`config.mk`:
```
export PLATFORM = sky130hd
export DESIGN_NAME = fifo_ext
export DESIGN_NICKNAME = d
export VERILOG_FILES = /design/src/rtl/fifo_ext.sv
export SDC_FILE = /design/constraint.sdc
export NUM_CORES = 1
export LEC_CHECK = 0
export BUFFER_PORTS_ARGS = -buffer_cell sky130_fd_sc_hd__buf_2
export CORE_MARGIN = 5
export CORE_UTILIZATION = 40
export CTS_CLUSTER_DIAMETER = 80
export DETAILED_ROUTE_END_ITERATION = 12
export SLEW_MARGIN = 30
export SYNTH_ARGS = -nofsm -noshare
export SYNTH_HDL_FRONTEND = slang
export SYNTH_SLANG_ARGS = --single-unit
export TNS_END_PERCENT = 100
```
`constraint.sdc`:
```
create_clock -name clk -period 9 [get_ports clk]
set_input_delay 1.8 -clock clk [delete_from_list [all_inputs] [get_ports clk]]
set_output_delay 1.8 -clock clk [all_outputs]
set_load 0.01 [all_outputs]
```
`src/rtl/fifo_ext.sv`:
```
// Parametrised synchronous FIFO with occupancy count, threshold flags,
// sticky error flags and selectable FWFT / registered read.
module fifo_ext #(
  parameter int FIFO_DEPTH = 16,
  parameter int FIFO_WIDTH = 32,
  parameter int AF_LEVEL   = FIFO_DEPTH - 2,
  parameter int AE_LEVEL   = 2,
  parameter int FWFT       = 1
) (
  input  logic                            clk,
  input  logic                            reset,
  input  logic                            wr,
  input  logic                            rd,
  input  logic [FIFO_WIDTH-1:0]           w_data,
  output logic [FIFO_WIDTH-1:0]           r_data,
  output logic                            r_valid,
  output logic                            full,
  output logic                            empty,
  output logic                            almost_full,
  output logic                            almost_empty,
  output logic [$clog2(FIFO_DEPTH+1)-1:0] count,
  output logic                            overflow,
  output logic                            underflow,
  input  logic                            clr_err
);

  localparam int CW = $clog2(FIFO_DEPTH + 1);
  localparam int PW = $clog2(FIFO_DEPTH);

  typedef logic [PW-1:0] ptr_t;

  if (FIFO_DEPTH < 2) begin : g_bad_depth
    $fatal(1, "fifo_ext: FIFO_DEPTH must be >= 2");
  end
  if (AF_LEVEL < 1 || AF_LEVEL > FIFO_DEPTH) begin : g_bad_af
    $fatal(1, "fifo_ext: AF_LEVEL out of range");
  end
  if (AE_LEVEL < 0 || AE_LEVEL > FIFO_DEPTH - 1) begin : g_bad_ae
    $fatal(1, "fifo_ext: AE_LEVEL out of range");
  end

  logic [FIFO_WIDTH-1:0] mem [FIFO_DEPTH];

  ptr_t          w_ptr;
  ptr_t          r_ptr;
  logic [CW-1:0] cnt_q;
  logic [CW-1:0] cnt_nxt;
  logic          full_q;
  logic          empty_q;
  logic          af_q;
  logic          ae_q;
  logic          ovf_q;
  logic          udf_q;
  logic          wr_acc;
  logic          rd_acc;

  // Explicit wrap so non-power-of-two depths never overrun the array.
  function automatic ptr_t ptr_inc(input ptr_t p);
    return (p == ptr_t'(FIFO_DEPTH - 1)) ? '0 : p + 1'b1;
  endfunction

  always_comb begin
    rd_acc  = rd & ~empty_q;
    wr_acc  = wr & (~full_q | rd_acc);
    cnt_nxt = cnt_q;
    unique case (1'b1)
      wr_acc & ~rd_acc: cnt_nxt = cnt_q + 1'b1;
      rd_acc & ~wr_acc: cnt_nxt = cnt_q - 1'b1;
      default:          cnt_nxt = cnt_q;
    endcase
  end

  always_ff @(posedge clk or negedge reset) begin
    if (!reset) begin
      w_ptr   <= '0;
      r_ptr   <= '0;
      cnt_q   <= '0;
      full_q  <= 1'b0;
      empty_q <= 1'b1;
      af_q    <= (AF_LEVEL == 0);
      ae_q    <= 1'b1;
      ovf_q   <= 1'b0;
      udf_q   <= 1'b0;
    end else begin
      if (wr_acc) w_ptr <= ptr_inc(w_ptr);
      if (rd_acc) r_ptr <= ptr_inc(r_ptr);
      cnt_q   <= cnt_nxt;
      full_q  <= (cnt_nxt == CW'(FIFO_DEPTH));
      empty_q <= (cnt_nxt == '0);
      af_q    <= (cnt_nxt >= CW'(AF_LEVEL));
      ae_q    <= (cnt_nxt <= CW'(AE_LEVEL));
      // A fresh error outranks a simultaneous clear.
      ovf_q   <= (wr & ~wr_acc) | (ovf_q & ~clr_err);
      udf_q   <= (rd & empty_q) | (udf_q & ~clr_err);
    end
  end

  always_ff @(posedge clk) begin
    if (wr_acc) mem[w_ptr] <= w_data;
  end

  if (FWFT != 0) begin : g_fwft
    // Gate with empty so stale storage never leaks after reset.
    assign r_data  = empty_q ? '0 : mem[r_ptr];
    assign r_valid = ~empty_q;
  end else begin : g_reg
    logic [FIFO_WIDTH-1:0] rdat_q;
    logic                  rv_q;

    always_ff @(posedge clk or negedge reset) begin
      if (!reset) begin
        rdat_q <= '0;
        rv_q   <= 1'b0;
      end else begin
        rv_q <= rd_acc;
        if (rd_acc) rdat_q <= mem[r_ptr];
      end
    end

    assign r_data  = rdat_q;
    assign r_valid = rv_q;
  end

  assign full         = full_q;
  assign empty        = empty_q;
  assign almost_full  = af_q;
  assign almost_empty = ae_q;
  assign count        = cnt_q;
  assign overflow     = ovf_q;
  assign underflow    = udf_q;

endmodule

```
; ---- After elaboration in Yosys (flattened, before gate mapping)
; Memory sizes are Yosys's and may differ from the RTL's.
; Index checks and enable logic that the tools add are counted.
; Widths: inputs -> output; s select.
[word_totals]
ff_bits = 19
ramBits = 512
output_inout_bits = 44
n_memories = 1
[op_classes]
addsub = 4
n_lt_le_gt_ge = 2
eq_ne = 3
muxes = 6
n_bitwise = 16
reduce_logical = 1
[memory_table]
columns = memory, depth, width, read_ports, rd_ports_with_merged_regs, wr, line
row1 = mem, 16, 32, 1, 0, 1, 42  ; logic [FIFO_WIDTH-1:0] mem [FIFO_DEPTH];
[op_table]
columns = op, n
row1 = $mux 32, 1
row2 = $pmux 5 s2, 1
row3 = $add 4x1->4 const B, 2
row4 = $and 1x1->1, 8
row5 = $eq 4x4->1 const B, 2
row6 = $mux 4, 2
row7 = $add 5x1->5 const B, 1
row8 = $eq 5x5->1 const B, 1
row9 = $ge 5x4->1 const B, 1
row10 = $le 5x2->1 const B, 1
row11 = $logic_not 5->1, 1
row12 = $not 1->1, 5
row13 = $sub 5x1->5 const B, 1
row14 = $or 1x1->1, 3
row15 = $mux 1, 2

; ---- Longest topological paths before layout
[logic_depth]
depth_word = 8
mapped_depth = 14
ltp_nobuf = 11

; ---- Worst setup path before layout
; No wires, ideal clock.
[synth_path]
path_kind = input to register
start = in rd
end = mem mem[7][0], enable pin
setup_time_ns = 0.468
arrival_time_ns = 4.828
t_required_ns = 8.532
setup_slack_ns = 3.704
stages = 4
path_cell_list = nand2b_1 -> a21boi_1 -> nand2_1 -> nor3b_1
[synth_between]
elab_chain_len = 5
[synth_lines]
columns = element, line
row1 = "start, declared", 13  ; input logic rd,
row2 = $and 1x1->1, 63  ; rd_acc = rd & ~empty_q;
row3 = $or 1x1->1, 64  ; wr_acc = wr & (~full_q | rd_acc);
row4 = $and 1x1->1, 64
row5 = $mux 1, 99  ; if (wr_acc) mem[w_ptr] <= w_data;
row6 = $mux 1 (implied by the code), 99
row7 = "end, declared", 42
; No other way between the ends.

; ---- Worst setup path in the final report
[layout_path]
start = reg r_ptr[2]
end = out r_data[19]
[layout_between]
elab_chain_len = 2
[layout_lines]
columns = element, line
row1 = "start, declared", 45  ; ptr_t r_ptr;
row2 = "start signal, assigned", 86  ; if (rd_acc) r_ptr <= ptr_inc(r_ptr);
row3 = $mem_v2 16x32, -
row4 = $mux 32, 104  ; assign r_data = empty_q ? '0 : mem[r_ptr];
row5 = "end, declared", 15  ; output logic [FIFO_WIDTH-1:0] r_data,
; No other way between the ends.

==> reports/qor_table.md <==
| Stage | Parameter | Value |
|:---|:---|:---|
| finish | Fin util | 46.2% |
| finish | Fin nets | 1092 |
| timing | Final Max Tran Viols | 0 |
| placed design | Worst slack after detailed placement | 3.80 ns |
| floorplanning | # rows | 83 |
| finish | Number of inserted diodes | 0 |
| clock network | Post-CTS resize count | 0 |
| global route | Initial antenna violation count | 3 |
| global route | Residual overflow from global routing | 0 |
| timing | Setup TNS | 0 ns |
| timing | Setup skew after layout | 0.0142 ns |
| routing | Detailed-route wire length | 44.1 mm |
| critical path | Gate family responsible for the most delay along the worst path | flip-flops |
| critical path | Critical path endpoint category | output port |
| critical path | Path type of the worst setup path | reg2out |
| critical path | Worst path buffer plus inverter count | 2 |
| critical path | Delay of the slowest cell on the worst path | 1.02 ns |
| logic synthesis | Synthesized area | 20800 um^2 |
| global route | Overall global routing resource usage | 15.5% |
| logic synthesis | Prevailing post-synth register cell | sky130_fd_sc_hd__edfxtp_1 |
| clock network | Total clock sinks | 531 |
| placed design | Routability congestion estimate from global placement | 0.707 |
| timing | Worst hold slack | 0.541 ns |
| pwr | Power density over the cells | 318 nW/um^2 |
| routing | Average wire length per cell after detail routing | 25.0 um |
| clock network | Clock-pin slew reported for the worst setup and hold paths after clock tree synthesis | 0.06 ns |
| floorplanning | DIE AREA | 56600 um^2 |
| finish | Area added between synthesis and finish | 14.3% |
| global route | Pin count of the biggest net entering global routing | 74 |
| finish | Most common library cell in the layout ignoring fill and taps | sky130_fd_sc_hd__edfxtp_1 |
| logic synthesis | Share of async-settable or async-resettable flops after synthesis | 3.58% |
| critical path | Crit-path max FO | 54 |
| timing | Final worst setup slack | 3.46 ns |
| routing | Final ANT Viol Nets | 0 |
| placed design | HPWL after detailed placement | 22.4 mm |
| logic synthesis | Synthesized area divided by synthesized cell count | 22.0 um^2 |
| flow run | Max_cap viols | 0 |
| logic synthesis | Synth unique cells | 45 |
| finish | Most frequent cells in the layout | sky130_fd_sc_hd__edfxtp_1, sky130_fd_sc_hd__mux4_2, sky130_fd_sc_hd__buf_2 |
| clock network | Cell chosen for the clock root | sky130_fd_sc_hd__clkbuf_16 |
| pwr | Leakage power of the design | 7.59 nW |
| logic synthesis | Synthesis Warnings | 0 |
| routing | Iter 0 DRT Violations | 927 |
| logic synthesis | Number of flops mapped to enable cells by yosys | 512 |
| timing | Worst Max-Slew Pin Slew | 0.919 ns |
| timing | Min Clock Period, post-route | 5.54 ns |
| timing | Final count of hold timing violations | 0 |
| routing | First-pass iteration count of the detailed router | 5 |
| timing | Maximum frequency from static timing analysis | 181 MHz |
| critical path | Data required, critical path | 7.20 ns |
| routing | Number of vias after detailed routing | 9642 |
| timing | Slew HR | 38.7% |
| clock network | Number of H-tree branching levels | 2 |
| global route | Vias in the first global route | 10100 |
| timing | Ratio of final minimum period to clock period | 61.5% |
| min path | Class of the tightest hold or removal check | reg2reg |
| logic synthesis | Portion of the post-synthesis area used by sequential elements | 76.4% |
| floorplanning | Y dimension of the die | 238 um |
| floorplanning | Num ports | 81 |
| timing | Setup repair after global routing missed its margin | no |
| floorplanning | DIE WIDTH | 238 um |
| critical path | Kind of launch point of the worst setup path | flop |
| clock network | # Post-CTS Setup Buffers | 0 |
| finish | Share of layout cells above drive strength 1 | 30.8% |
| floorplanning | Effective utilization at floorplan | 40.4% |
| floorplanning | Placeable core region | 51400 um^2 |
| outcome | Result of the run | completed |
| global route | Wire length of the first global-routing pass | 65.5 mm |
| logic synthesis | Post-synthesis sequential element count | 531 |
| critical path | R2R setup slack | 5.07 ns |
| critical path | Critical Path Most Common Cell | sky130_fd_sc_hd__a211oi_1 |
| pwr | Pwr Total | 7.54 mW |
| placed design | Port Buffers | 80 |
| logic synthesis | Total nets after synthesis | 991 |
| clock network | Number of buffers inserted for hold repair after clock tree synthesis | 0 |
| clock network | Clk_lat worst skew | 0.60 ns |
| critical path | Ordered list of cells on the worst path | buf_4, mux4_2, nor2b_1, a211oi_1, a211oi_1, buf_2 |
| critical path | Slowest stage cell, crit path | sky130_fd_sc_hd__dfrtp_4 |
| timing | Final setup violation count | 0 |
| clock network | CTS Buffer Depth | 3 |
| critical path | Arrival time of the worst setup path | 3.74 ns |
| clock network | TritonCTS buffer count | 54 |
| pwr | Largest voltage drop on the vdd net | 187 uV |
| routing | Average via count per standard cell | 5.46 |
| routing | Post-route DRC violation count | 0 |
| logic synthesis | Cells after synthesis | 945 |
| clock network | Clock tree from TritonCTS | yes |
-- worst paths after layout --
path                       startpoint           end  cells past startpoint
max                          r_ptr[2]    r_data[19]                      6
min                         underflow     underflow                      2
max reg2reg                     empty  almost_empty                     12
min reg2reg                 underflow     underflow                      2
max in group asynchronous       reset      r_ptr[0]                      1
min in group asynchronous       reset      count[2]                      1
-- where the power goes --
part	total (mW)	switching [mW]	internal, mW
Sequential	3.20	0.232	2.96
Combinational	2.08	1.09	0.990
Clock	2.26	0.902	1.36
-- cells in the mapped netlist, types with 2 or more instances --
master,count,area [um^2]
sky130_fd_sc_hd__edfxtp_1,512,15400
sky130_fd_sc_hd__mux4_2,128,2880
sky130_fd_sc_hd__a211oi_1,64,480
sky130_fd_sc_hd__nor2b_1,35,219
sky130_fd_sc_hd__mux2i_1,33,330
sky130_fd_sc_hd__clkbuf_1,27,101
sky130_fd_sc_hd__dfrtp_1,17,425
sky130_fd_sc_hd__buf_2,14,70.1
sky130_fd_sc_hd__nand2_1,13,48.8
sky130_fd_sc_hd__buf_4,12,90.1
sky130_fd_sc_hd__ha_1,9,113
sky130_fd_sc_hd__inv_1,8,30.0
sky130_fd_sc_hd__o21ai_0,8,40.0
sky130_fd_sc_hd__and3_1,7,43.8
sky130_fd_sc_hd__nor2_1,7,26.3
sky130_fd_sc_hd__nand3_1,6,30.0
sky130_fd_sc_hd__xnor2_1,4,35.0
sky130_fd_sc_hd__a21oi_1,3,15.0
sky130_fd_sc_hd__and2_1,3,18.8
sky130_fd_sc_hd__and4_1,3,26.3
sky130_fd_sc_hd__a2111oi_4,2,55.1
sky130_fd_sc_hd__a21o_1,2,15.0
sky130_fd_sc_hd__buf_6,2,22.5
sky130_fd_sc_hd__dfstp_2,2,52.6
sky130_fd_sc_hd__nand2b_1,2,12.5
sky130_fd_sc_hd__o41ai_1,2,17.5
sky130_fd_sc_hd__xor2_1,2,17.5
-- registers in the layout, summed over array words and instances (netlist names) --
name	count
almost_full	1
r_ptr	4
mem	512
full	1
w_ptr	4
empty	1
almost_empty	1
overflow	1
underflow	1
count	5
-- routing by layer --
layer	GRT usage [%]	up-vias	wire, um
met1	22.3	5139	19800
met3	3.32	63	2420
li1	-	4189	-
met4	3.38	6	738
met2	24.8	245	21100
met5	0	-	40
-- metrics by stage --
stage	instances	instance area, um^2
after global placement	1669	21900
after floorplan	945	20800
after global routing	1765	23700
after CTS	1764	23700
after detailed placement	1669	21900
final	1765	23700
-- logic make-up (layout without fill, tap and decap cells) --
kind of cell | Yosys count | in the layout | synth area share [%]
AO/OA/AOI/OAI | 91 | 91 | 3.47
XOR/XNOR | 6 | 6 | 0.253
adder cells (fa/ha/maj) | 9 | 9 | 0.542
buffers and inverters | 64 | 204 | 1.53
flip-flops | 531 | 531 | 76.4
multiplexers | 162 | 162 | 15.5
AND/OR/NAND/NOR | 82 | 82 | 2.31
-- final cells by class --
type                            instances  area, um^2
Timing Repair Buffer                  101         583
Clock buffer                           68        1450
Multi-Input combinational cell        350        4630
Tap cell                              680         851
Clock inverter                         27         329
Fill cell                            4262       27700
Inverter                                8        30.0
Sequential cell                       531       15900
-- tightest hold or removal path: stages (launching register included) --
cell and delay (ns):
sky130_fd_sc_hd__dfrtp_1 0.37, sky130_fd_sc_hd__inv_1 0.05, sky130_fd_sc_hd__o21ai_0 0.07
Power figures use the tool's default switching activity.
